$ cat config.mk
export PLATFORM = sky130hd
export DESIGN_NAME = id_ex_stage
export DESIGN_NICKNAME = d
export VERILOG_FILES = /design/src/rtl/id_ex_stage.sv
export SDC_FILE = /design/constraint.sdc
export NUM_CORES = 1
export LEC_CHECK = 0
export ABC_AREA = 1
export CAP_MARGIN = 20
export CORE_ASPECT_RATIO = 1.25
export CORE_MARGIN = 5
export CORE_UTILIZATION = 51
export CTS_BUF_LIST = sky130_fd_sc_hd__clkbuf_4 sky130_fd_sc_hd__clkbuf_8
export CTS_CLUSTER_SIZE = 12
export DETAILED_ROUTE_END_ITERATION = 10
export HOLD_SLACK_MARGIN = 0.05
export PLACE_DENSITY = 0.95
export SYNTH_ARGS = -nofsm -noshare
export SYNTH_HDL_FRONTEND = slang
export SYNTH_SLANG_ARGS = --single-unit
$ cat constraint.sdc
create_clock -name clk -period 4.8 [get_ports clk]
set_clock_uncertainty 0.05 [all_clocks]
set_input_delay 0.72 -clock clk [delete_from_list [all_inputs] [get_ports clk]]
set_output_delay 0.72 -clock clk [all_outputs]
set_load 0.02 [all_outputs]
$ cat src/rtl/id_ex_stage.sv
// id_ex_stage: ID/EX register with forwarding, imm select and stall snooping (optional STALL_CNT_EN stall counter)
module id_ex_stage #(
  parameter int DataSize    = 32,
  parameter int ALUopSize   = 4,
  parameter int RegAddrSize = 5
) (
  input  logic                   clk,
  input  logic                   rst,
  input  logic                   in_valid,
  output logic                   in_ready,
  input  logic [RegAddrSize-1:0] in_rs1_addr,
  input  logic [RegAddrSize-1:0] in_rs2_addr,
  input  logic [DataSize-1:0]    in_rs1_data,
  input  logic [DataSize-1:0]    in_rs2_data,
  input  logic [DataSize-1:0]    in_imm,
  input  logic                   in_use_imm,
  input  logic [ALUopSize-1:0]   in_alu_type,
  input  logic [RegAddrSize-1:0] in_rd_addr,
  input  logic                   in_rd_we,
  input  logic                   flush,
  input  logic                   exmem_we,
  input  logic [RegAddrSize-1:0] exmem_rd,
  input  logic [DataSize-1:0]    exmem_data,
  input  logic                   memwb_we,
  input  logic [RegAddrSize-1:0] memwb_rd,
  input  logic [DataSize-1:0]    memwb_data,
  input  logic                   out_ready,
  output logic                   out_valid,
  output logic [DataSize-1:0]    src1,
  output logic [DataSize-1:0]    src2,
  output logic [ALUopSize-1:0]   ALUType,
  output logic [RegAddrSize-1:0] out_rd_addr,
  output logic                   out_rd_we
`ifdef STALL_CNT_EN
  ,
  output logic [31:0]            stall_cnt
`endif
);
  logic [RegAddrSize-1:0] rs1_q, rs2_q;
  logic                   use_imm_q, rd_we_q, accept, hold;
  logic [DataSize-1:0]    cap1, cap2, snp1, snp2;

  function automatic logic [DataSize-1:0] fwd(input logic [RegAddrSize-1:0] s, input logic [DataSize-1:0] d);
    return (s == '0) ? d :
           (exmem_we && exmem_rd == s) ? exmem_data :
           (memwb_we && memwb_rd == s) ? memwb_data : d;
  endfunction

  assign in_ready  = !rst && !flush && (!out_valid || out_ready);
  assign accept    = in_valid && in_ready;
  assign hold      = out_valid && !out_ready;
  assign out_rd_we = rd_we_q && out_valid;

  // operand resolution for a fresh capture and for snooping the held op
  always_comb begin
    cap1 = fwd(in_rs1_addr, in_rs1_data);
    cap2 = in_use_imm ? in_imm : fwd(in_rs2_addr, in_rs2_data);
    snp1 = fwd(rs1_q, src1);
    snp2 = use_imm_q ? src2 : fwd(rs2_q, src2);
  end

  // pipeline register: flush beats accept, accept beats snoop
  always_ff @(posedge clk) begin
    if (rst) begin
      out_valid   <= 1'b0;
      src1        <= '0;
      src2        <= '0;
      ALUType     <= '0;
      out_rd_addr <= '0;
      rd_we_q     <= 1'b0;
      rs1_q       <= '0;
      rs2_q       <= '0;
      use_imm_q   <= 1'b0;
    end else if (flush) begin
      out_valid <= 1'b0;
      rd_we_q   <= 1'b0;
    end else if (accept) begin
      out_valid   <= 1'b1;
      src1        <= cap1;
      src2        <= cap2;
      ALUType     <= in_alu_type;
      out_rd_addr <= in_rd_addr;
      rd_we_q     <= in_rd_we;
      rs1_q       <= in_rs1_addr;
      rs2_q       <= in_rs2_addr;
      use_imm_q   <= in_use_imm;
    end else if (hold) begin
      src1 <= snp1;
      src2 <= snp2;
    end else begin
      out_valid <= 1'b0;
    end
  end

`ifdef STALL_CNT_EN
  // saturating count of cycles the held op waits on the ALU side
  always_ff @(posedge clk) begin
    if (rst) stall_cnt <= '0;
    else if (hold && stall_cnt != 32'hffffffff) stall_cnt <= stall_cnt + 32'd1;
  end
`endif
endmodule

==> metrics.cfg <==
[setup_path]
arrival_ns = 3.84
r2r_cells = 10
critPathTopFamily = simple AND/OR/NAND/NOR gates
cp-start-kind = primary input
slowest_delay_ns = 0.68
rr_endpoint = src2[24]
path_cells = clkdlybuf4s50_1 > inv_2 > nand2_1 > nand2_1 > nor2_2 > nand3_4 > a21oi_4 > nand2_1 > nand3_1 > nand2_1 > a21oi_1
worst_path_most_repeated_cell = nand2_1
cp_max_fo = 55
critical_path_class = primary input to register
slowest_stage = a21oi_4
reg2reg_from = rs2_q[4]
endpoint_kind = register
required_ns = 5.06
crit_buf_inv = 2
r2r_slack_ns = 1.66

[clock_network]
cts.repair.resized = 0
root_buffer = clkbuf_8
clk_latency_ns = 0.38
cts_buffers = 9
clockBufferDepth = 2
post_cts_buffers = 0
clock_sinks = 86
cts_max_level = 3
ctsHoldBuffers = 0
clk_pin_slew_ns = 0.10
cts_tree = done

[sta]
layout_worst_path_cycle_share_pct = 74.40
final_max_slew_viol_count = 0
finalHoldViolations = 0
fin_tns_setup_ns = 0
rsz0062_at_grt = no
relSlewSlack_pct = 30.29
finalSetupViolCount = 0
holdWs_ns = 0.4183
fmax_ghz = 0.2800
layout_setup_ws_ns = 1.229
worstMarginPinSlew_ns = 1.046
min_period_ns = 3.571

[drt]
ant_nets = 0
top_layer = met4
wl_met3_um = 3804
drc_errors = 0
dr.pass1.iters = 6
routed_via_density = 5.610
vias = 10970
wl_met1_um = 12380
drt-initial-drc-count = 1700
totalWireLength_um = 33620
wl_met2_um = 15120
wire_per_inst_um = 17.19

[floorplan]
die-height_um = 149.3
die_w_um = 121.4
row_count = 51
core_um2 = 15440
dieArea_um2 = 18130
start_util_pct = 51.27
ios = 274

[placed_design]
portBuffers = 273
detailed_place_hpwl_um = 24950
globalplace.congestion = 0.9861
place_ws_ns = 0.9562

[hold_path]
min-delay-start = ALUType[1]
holdPathEnd = ALUType[1]
hold_path_class = register to register
whs_path_depth = 2

[finish]
final_nets = 1934
multi_input_comb_area_um2 = 5071
seqCellArea_um2 = 1722
syn2layout_area_growth_pct = 36.77
drive_gt1_share_pct = 4.882
fill_cells = 1422

[pwr]
p_leak_nw = 5.445
comb_power_share_pct = 34.1
p_sw_w = 0.0007262
irDropWorstVdd_v = 0.0001483
clockPowerShare_pct = 28.5
powerDensity_nw_per_um2 = 186.9
internal_power_w = 0.001298
pwr-share-seq_pct = 37.4
p_sw_share_pct = 35.88

[status]
status = finished clean

[logic_synthesis]
syn_avg_cell_area_um2 = 5.165
synth-compound-area-share_pct = 12.61
muxShareOfSynthArea_pct = 0
async_flop_share_pct = 0
synth_fa_ha_area_share_pct = 0
syn-instance-count = 1533
synth_area_leaders = nand2_1, dfxtp_1, inv_1, nor2_1, a21oi_1
yosysUniqueCellTypes = 27
synthesis.area_um2 = 7918
yosysTopAreaCellShare_pct = 29.16
synth-edff-count = 0
yosysSeqAreaShare_pct = 21.74
syn_nets = 1731
ys.flop_type = dfxtp_1
synth_top_family_by_area = simple AND/OR/NAND/NOR gates
synthSimpleGateAreaFrac_pct = 51.14
synthXorXnorAreaFrac_pct = 0.1106
ys_warn_count = 0
synth_most_common_cell = nand2_1
yosysTopAreaCell = nand2_1
ys_top_cells_by_count = nand2_1, inv_1, nor2_1
ys_seq_elements = 86

[grt]
grt_util_all_layers_pct = 35.61
grt_pass1_wl_um = 51750
antenna_found_initial = 2
grt_max_degree = 74
grt_remaining_overflow = 0
grt_pass1_vias = 10170

[run]
maxCapViolCount = 0

worst register-to-register path: stages, from the launching register on:
cell,delay [ns]
dfxtp_1,0.49
inv_2,0.10
nand2_1,0.07
nand2_1,0.06
nor2_2,0.54
nand3_4,0.63
a21oi_4,0.70
nand2_1,0.13
nand3_1,0.11
nand2_1,0.06
a21oi_1,0.14
layout make-up:
cell class                      instances  share of cell area (%)
Inverter                              184                   6.389
Multi-Input combinational cell       1165                   46.83
Clock buffer                           10                   1.271
Clock inverter                          6                  0.7048
Timing Repair Buffer                  290                   26.41
Sequential cell                        86                   15.90
Tap cell                              212                   2.449
Antenna cell                            2                 0.04622
stage by stage:
step / instance area [um2] / power [W] / util, % / cells
after floorplan: 7918 / 0.001104 / - / 1533
after global placement: 10610 / 0.001438 / 68.71 / 1937
after detailed placement: 10610 / 0.001443 / 68.71 / 1937
after CTS: 10820 / 0.002001 / 70.09 / 1953
after global routing: 10830 / 0.002105 / 70.13 / 1955
final: 10830 / 0.002024 / 70.13 / 1955
worst max path at each step:
stage,startpoint,to,slack [ns],cells after the start
2_1_floorplan,rst,src1[10],2.59,12
3_3_place_gp,exmem_rd[3],src2[26],1.02,11
3_5_place_dp,exmem_rd[3],src2[19],0.96,11
4_1_cts,exmem_rd[3],src2[19],1.35,11
5_1_grt,exmem_rd[3],src2[31],1.00,11
6_report,exmem_rd[3],src2[24],1.23,11
routing by layer:
| layer | global-route usage, % | up-vias |
|---|---|---|
| li1 | - | 5187 |
| met1 | 45.47 | 4831 |
| met2 | 56.13 | 795 |
| met3 | 5.463 | 154 |
| met4 | 21.97 | 0 |
| met5 | 0 | - |
state kept, by name (all words and copies together), names as in the netlist:
signal       cells
rd_we_q          1
out_valid        1
ALUType          4
use_imm_q        1
rs1_q            5
src2            32
out_rd_addr      5
src1            32
rs2_q            5
power groups by stage:
| stage | Combinational, W | Sequential (W) | Clock [W] |
|---|---|---|---|
| final | 0.000690 | 0.000757 | 0.000576 |
| after floorplan | 0.000313 | 0.000791 | 0 |
| after global routing | 0.000744 | 0.000759 | 0.000603 |
| after global placement | 0.000666 | 0.000772 | 0 |
| after CTS | 0.000676 | 0.000756 | 0.000570 |
| after detailed placement | 0.000671 | 0.000772 | 0 |
cell usage in the layout (no fill, tap or decap), types with 2 or more instances in the layout:
cell type          n
o21ai_1           19
a21oi_1          121
nand4_1           73
or2_2             11
clkbuf_8          10
buf_4             17
dfxtp_1           86
nand3_4            2
nand3_2            4
inv_6              2
clkdlybuf4s50_1  273
diode_2            2
a21oi_2            3
nor3_1             3
o21ai_0           48
clkinv_4           2
inv_2             13
inv_1            170
nand2_1          614
nor2_1           159
nand3_1           87
nor2_2            12
nand2_2            4
cell families (layout without fill, tap and decap cells):
family                    count (synthesis)  count (layout)
AOI/OAI and AO/OA                       194             194
xor gates and xnor gates                  1               1
buffers and inverters                   282             490
DFF                                      86              86
other                                     0               2
and+or+nand+nor                         970             970
Power figures use the tool's default switching activity.
